`src/rtl/arb_pkg.sv`:
```
// Shared definitions for the way arbiter: FSM encoding, width helper and
// default parameter values.
package arb_pkg;

    localparam int unsigned QOS_WIDTH_DEF    = 2;
    localparam int unsigned STARVE_LIMIT_DEF = 4;

    typedef enum logic {
        IDLE  = 1'b0,
        GRANT = 1'b1
    } arb_state_e;

    // Index width for n items, never narrower than one bit.
    function automatic int unsigned clog2_min1(input int unsigned n);
        int unsigned w;
        w = 0;
        for (int unsigned i = 0; i < 32; i++) begin
            if ((longint'(1) << i) < longint'(n)) begin
                w = i + 1;
            end
        end
        return (w == 0) ? 1 : w;
    endfunction

endpackage

```
`src/rtl/way_arbiter_if.sv`:
```
// Requester/slave handshake bundle between the upstream requesters and the
// way arbiter.
interface way_arbiter_if
    import arb_pkg::*;
#(
    parameter int unsigned REQ_NUM   = 3,
    parameter int unsigned QOS_WIDTH = QOS_WIDTH_DEF
);
    localparam int unsigned ID_W = clog2_min1(REQ_NUM);

    logic [REQ_NUM-1:0]           req;
    logic [REQ_NUM*QOS_WIDTH-1:0] req_qos;
    logic                         done;
    logic [REQ_NUM-1:0]           gnt;
    logic [ID_W-1:0]              gnt_id;
    logic                         busy;

    modport master (
        output req, req_qos, done,
        input  gnt, gnt_id, busy
    );

    modport slave (
        input  req, req_qos, done,
        output gnt, gnt_id, busy
    );

endinterface

```
`src/rtl/way_arbiter_rr_pick.sv`:
```
// Round-robin search: first set bit of cand starting after ptr, wrapping.
module rr_pick
    import arb_pkg::*;
#(
    parameter int unsigned REQ_NUM = 3,
    localparam int unsigned ID_W   = clog2_min1(REQ_NUM)
) (
    input  logic [REQ_NUM-1:0] cand,
    input  logic [ID_W-1:0]    ptr,
    output logic [REQ_NUM-1:0] onehot_c,
    output logic [ID_W-1:0]    idx_c
);

    always_comb begin
        logic found;
        found    = 1'b0;
        onehot_c = '0;
        idx_c    = '0;
        for (int unsigned k = 1; k <= REQ_NUM; k++) begin
            int unsigned j;
            j = (int'(ptr) + k) % REQ_NUM;
            if (!found && cand[j]) begin
                found       = 1'b1;
                onehot_c[j] = 1'b1;
                idx_c       = ID_W'(j);
            end
        end
    end

endmodule

```
`src/rtl/way_arbiter.sv`:
```
// Grants one downstream slave port to one of REQ_NUM requesters, round-robin
// or QoS-priority, with an age-based anti-starvation override.
module way_arbiter
    import arb_pkg::*;
#(
    parameter int unsigned REQ_NUM      = 3,
    parameter int unsigned QOS_WIDTH    = QOS_WIDTH_DEF,
    parameter int unsigned STARVE_LIMIT = STARVE_LIMIT_DEF,
    parameter int unsigned AGE_WIDTH    = 4
) (
    input  logic               pclk,
    input  logic               rst_b,
    input  logic [REQ_NUM-1:0] way_en,
    input  logic               qos_en,
    way_arbiter_if.slave       bus
);

    localparam int unsigned          ID_W    = clog2_min1(REQ_NUM);
    localparam logic [AGE_WIDTH-1:0] AGE_MAX = AGE_WIDTH'(STARVE_LIMIT);
    localparam logic [ID_W-1:0]      PTR_RST = ID_W'(REQ_NUM - 1);

    arb_state_e           state;
    logic [ID_W-1:0]      ptr;
    logic [AGE_WIDTH-1:0] age [REQ_NUM];

    logic [REQ_NUM-1:0]   elig;
    logic [REQ_NUM-1:0]   starved;
    logic [REQ_NUM-1:0]   qos_max;
    logic [REQ_NUM-1:0]   cand;
    logic [REQ_NUM-1:0]   pick_oh;
    logic [ID_W-1:0]      pick_idx;
    logic [QOS_WIDTH-1:0] top_qos;

    assign elig = bus.req & way_en;

    // Candidate set: starved requesters first, then highest QoS or all eligible.
    always_comb begin
        starved = '0;
        qos_max = '0;
        top_qos = '0;
        cand    = elig;
        for (int unsigned i = 0; i < REQ_NUM; i++) begin
            if (elig[i] && (age[i] == AGE_MAX)) begin
                starved[i] = 1'b1;
            end
            if (elig[i] && (bus.req_qos[i*QOS_WIDTH +: QOS_WIDTH] > top_qos)) begin
                top_qos = bus.req_qos[i*QOS_WIDTH +: QOS_WIDTH];
            end
        end
        for (int unsigned i = 0; i < REQ_NUM; i++) begin
            if (elig[i] && (bus.req_qos[i*QOS_WIDTH +: QOS_WIDTH] == top_qos)) begin
                qos_max[i] = 1'b1;
            end
        end
        if (|starved) begin
            cand = starved;
        end else if (qos_en) begin
            cand = qos_max;
        end
    end

    rr_pick #(
        .REQ_NUM (REQ_NUM)
    ) u_rr_pick (
        .cand     (cand),
        .ptr      (ptr),
        .onehot_c (pick_oh),
        .idx_c    (pick_idx)
    );

    // Grant FSM with registered outputs; ages move only on arbitration edges.
    always_ff @(posedge pclk or negedge rst_b) begin
        if (!rst_b) begin
            state      <= IDLE;
            ptr        <= PTR_RST;
            bus.gnt    <= '0;
            bus.gnt_id <= '0;
            bus.busy   <= 1'b0;
            for (int unsigned i = 0; i < REQ_NUM; i++) begin
                age[i] <= '0;
            end
        end else begin
            case (state)
                IDLE: begin
                    if (|elig) begin
                        bus.gnt    <= pick_oh;
                        bus.gnt_id <= pick_idx;
                        bus.busy   <= 1'b1;
                        ptr        <= pick_idx;
                        state      <= GRANT;
                    end
                end
                GRANT: begin
                    if (bus.done) begin
                        bus.gnt  <= '0;
                        bus.busy <= 1'b0;
                        state    <= IDLE;
                    end
                end
                default: state <= IDLE;
            endcase

            for (int unsigned i = 0; i < REQ_NUM; i++) begin
                if (!elig[i]) begin
                    age[i] <= '0;
                end else if (state == IDLE) begin
                    if (pick_oh[i]) begin
                        age[i] <= '0;
                    end else if (age[i] != AGE_MAX) begin
                        age[i] <= age[i] + AGE_WIDTH'(1);
                    end
                end
            end
        end
    end

    // A held grant is always a single requester matching gnt_id.
    assert property (@(posedge pclk) disable iff (!rst_b)
        bus.busy |-> ($onehot(bus.gnt) && bus.gnt[bus.gnt_id]));

    assert property (@(posedge pclk) disable iff (!rst_b)
        !bus.busy |-> (bus.gnt == '0));

endmodule

```
`src/flat_wrapper.sv`:
```
// flat-port wrapper written by rule: the top's interface ports become plain ports
module way_arbiter_flat import arb_pkg::*;
#(
    parameter int unsigned REQ_NUM      = 3,
    parameter int unsigned QOS_WIDTH    = QOS_WIDTH_DEF,
    parameter int unsigned STARVE_LIMIT = STARVE_LIMIT_DEF,
    parameter int unsigned AGE_WIDTH    = 4
)
  (pclk, rst_b, way_en, qos_en, bus_req, bus_req_qos, bus_done, bus_gnt, bus_gnt_id, bus_busy);
  way_arbiter_if #(.REQ_NUM(REQ_NUM), .QOS_WIDTH(QOS_WIDTH)) bus_i ();
  input  logic pclk;
  input  logic rst_b;
  input  logic [REQ_NUM-1:0] way_en;
  input  logic qos_en;
  input wire logic [$bits(bus_i.req)-1:0] bus_req;
  input wire logic [$bits(bus_i.req_qos)-1:0] bus_req_qos;
  input wire logic [$bits(bus_i.done)-1:0] bus_done;
  output wire logic [$bits(bus_i.gnt)-1:0] bus_gnt;
  output wire logic [$bits(bus_i.gnt_id)-1:0] bus_gnt_id;
  output wire logic [$bits(bus_i.busy)-1:0] bus_busy;
  assign bus_i.req = bus_req;
  assign bus_i.req_qos = bus_req_qos;
  assign bus_i.done = bus_done;
  assign bus_gnt = bus_i.gnt;
  assign bus_gnt_id = bus_i.gnt_id;
  assign bus_busy = bus_i.busy;
  way_arbiter #(.REQ_NUM(REQ_NUM), .QOS_WIDTH(QOS_WIDTH), .STARVE_LIMIT(STARVE_LIMIT), .AGE_WIDTH(AGE_WIDTH)) u_core (.pclk(pclk), .rst_b(rst_b), .way_en(way_en), .qos_en(qos_en), .bus(bus_i));
endmodule
```
`config.mk`:
```
export PLATFORM = sky130hd
export DESIGN_NAME = way_arbiter_flat
export DESIGN_NICKNAME = d
export VERILOG_FILES = /design/src/rtl/arb_pkg.sv /design/src/rtl/way_arbiter_if.sv /design/src/rtl/way_arbiter_rr_pick.sv /design/src/rtl/way_arbiter.sv /design/src/flat_wrapper.sv
export SDC_FILE = /design/constraint.sdc
export NUM_CORES = 1
export LEC_CHECK = 0
export ABC_AREA = 1
export CAP_MARGIN = 30
export CORE_UTILIZATION = 25
export DETAILED_ROUTE_END_ITERATION = 6
export GPL_ROUTABILITY_DRIVEN = 0
export PLACE_DENSITY = 0.42
export SYNTH_ARGS = -nofsm -noshare
export SYNTH_HDL_FRONTEND = slang
export SYNTH_HIERARCHICAL = 1
export SYNTH_SLANG_ARGS = --single-unit
export TNS_END_PERCENT = 20
```
`constraint.sdc`:
```
create_clock -name pclk -period 3.2 [get_ports pclk]
set_input_delay 0.64 -clock pclk [delete_from_list [all_inputs] [get_ports pclk]]
set_output_delay 0.64 -clock pclk [all_outputs]
set_load 0.02 [all_outputs]
```
==> metrics.csv <==
metric,value,unit
number of max-slew violations in the final report,0,
Placed Area,0.00226,mm2
DRC,0,
Post-Syn Instances,245,
PnR worst setup slack,-0.547,ns
largest cells by area after synthesis,"dfrtp_1 (28%), nand2_1 (14%), nand3_1 (13%)",
crit path kind,in2reg,
Die W,84.6,um
switching share of power,47.5,%
die area,0.00716,mm2
die height,84.6,um
antenna diode count,0,
top-area cell type share of the netlist area,27.9,%
Layout area overhead,55.7,%
vias in the first global route,1779,
clock skew,0.00341,ns
largest net degree at the start of global routing,21,
Max-Cap Viols,0,
Tcrit/Tclk final,117,%
main flop type after synthesis,dfrtp_1,
vias,1781,
post-synthesis sequential area ratio,29.4,%
fin nets,334,
hold path depth,2,
Routed WL per cell,11.9,um
Final Hold Fails,0,
endpoints failing setup,18,
multi-input logic area,0.00137,mm2
Post-synth EDFFs,0,
Worst R2R Path Depth,15,
Post-DP HPWL,3480,um
Clk pwr share,11.3,%
status,finished with violations,
Peak supply drop,0.000227,V
slowest CP cell,ha_4,
crit path time final,3.75,ns
crit end category,flop,
initial antenna violation count,0,
Layout fillers,664,
Placeable Area,0.00646,mm2
"CP delay by family, top",simple AND/OR/NAND/NOR gates,
clock root cell,clkbuf_8,
R2R Setup Slk,0.72,ns
CP max FO,5,
achievable frequency,267,MHz
worst hold path endpoint,u_core/bus.gnt_id[1]$_DFFE_PN0P_,
routed vias/inst,4.69,
Worst Path Arrival,3.89,ns
Yosys warning count,6,
Clock transition at path regs,0.08,ns
starting density of the core,26.4,%
syn_area_per_cell,6.96,um2
row cnt,29,
net switching power,0.818,mW
Mapped Area,0.00171,mm2
Tot Pwr,1.72,mW
H-tree levels,1,
combinational power share,67.6,%
failing checks,setup timing,
Slew HR,77.7,%
final core occ,41.1,%
Port Buffers,21,
ANT nets after route,0,
final WL,4530,um
Yosys reg bits,20,
Post-synth ARST share,100,%
Clock Sinks,20,
TritonCTS Buffers,3,
P_int,0.904,mW
final instance area,0.00266,mm2
leakage power,1.28,nW
Startpoint Class,input pin,
Cell variety after synth,24,
Syn Nets,275,
Initial DRC Count,58,
CTS tree,yes,
Synth top cells by count,"nand2_1 (65), nand3_1 (45), inv_1 (35), dfrtp_1 (19), nor2_1 (16)",
Slowest Stage Delay on Critical Path,0.28,ns
Levels on crit path,30,
number of top-level pins,22,
most frequent cell after synthesis,nand2_1,
hold slack,0.483,ns
clock buffer depth,2,
Hold Crit Start,u_core/bus.gnt_id[1]$_DFFE_PN0P_,
Crit Reg-Reg Endpoint,u_core/age[1]$_DFFE_PN0P_,
first-pass GRT wire length,8000,um
worst path bufs/invs,6,
Worst Hold Class,reg2reg,
RSZ-0062 raised after global routing,yes,
r2r startpoint,u_core/age[0]$_DFFE_PN0P_,
clk_lat worst skew,0.26,ns
WP data required,3.35,ns
GR Util All Layers,13.7,%
Slew @ Worst Pin,0.334,ns
layout cell share with drive strength beyond 1,40.3,%
register share of total power,21.0,%
Pre-Repair DR Iteration Count,6,
Pwr per Cell Area,649,mW/mm2
hold_buf cts,0,
dpl ws,-1.59,ns
post-synth top area cell,dfrtp_1,
GRT overflow,0,
FF/Latch Area,502,um2
## registers in the layout (all words and copies together) (netlist names)
signal / count
u_core/age: 12
u_core/bus.gnt: 3
u_core/bus.gnt_id: 2
u_core/bus.busy: 1
u_core/ptr: 1
u_core/state: 1
## tightest hold or removal path, cell delays in order (launching register included)
cell	delay, ns
dfrtp_1	0.35
nand2_1	0.05
nand2_1	0.05
## timing repair
item	CTS	global route
endpoints found under the setup margin	18	18
hold endpoints to repair	0	0
pin swaps	37	21
resized for setup	68	19
setup buffers	9	1
cloned	1	0
## power by group through the flow
stage | clock [mW] | sequential, mW | combinational [mW]
finish | 0.195 | 0.362 | 1.16
global route | 0.211 | 0.373 | 1.29
CTS | 0.204 | 0.364 | 1.07
detailed placement | 0 | 0.369 | 0.927
global placement | 0 | 0.368 | 0.928
floorplan | 0 | 0.392 | 0.597
## per-stage QoR
step,setup TNS [ns],std cells
4_1_cts,-7.30,378
5_1_grt,-12.29,380
3_5_place_dp,-25.27,364
2_1_floorplan,-6.97,245
6_report,-7.07,380
3_3_place_gp,-25.00,364
## layout make-up
type,count,share of cell area [%]
Multi-Input combinational cell,187,51.7
Sequential cell,20,18.9
Timing Repair Buffer,54,18.2
Inverter,38,5.47
Tap cell,77,3.63
Clock buffer,4,2.07
## cells in the final DEF, fill, tap and decap left out, types with 3 or more instances in the layout
cell and count:
ha_1 11, nor2_2 4, xor2_1 3, nor2_1 9, nand3_2 8, clkbuf_8 4, nand3_1 35, o21ai_1 8
nand2_2 20, dfrtp_1 19, nand3_4 3, nand2_4 8, inv_1 24, nor2_4 6, buf_4 31, ha_4 3
a21oi_1 3, clkdlybuf4s50_1 13, o22ai_4 3, inv_2 13, nand2_1 47
## routing by layer
layer / GRT usage (%) / vias to the layer above / wire length, um
li1: - / 914 / -
met1: 17.4 / 848 / 2100
met2: 25.0 / 19 / 2330
met3: 2.65 / 0 / 102
met4: 0.924 / 0 / 0
met5: 0 / - / 0
## cells by family (layout without fill, tap and decap cells)
kind of cell	count (synthesis)	count (layout)	synth area share (%)
AO/OA/AOI/OAI	28	28	11.7
XOR/XNOR	3	3	1.54
adder cells (fa/ha/maj)	14	14	10.3
buffers and inverters	39	96	8.80
flip-flops	20	20	29.4
AND/OR/NAND/NOR	141	142	38.2
## worst max-delay path by stage
stage,end,startpoint
after floorplan,u_core/age[6]$_DFFE_PN0P_,bus_req[0]
after global placement,u_core/age[10]$_DFFE_PN0P_,bus_req[0]
after detailed placement,u_core/age[10]$_DFFE_PN0P_,bus_req[0]
after CTS,u_core/age[6]$_DFFE_PN0P_,bus_req[0]
after global routing,u_core/age[2]$_DFFE_PN0P_,bus_req[0]
final,u_core/age[1]$_DFFE_PN0P_,bus_req[0]
Power figures use the tool's default switching activity.
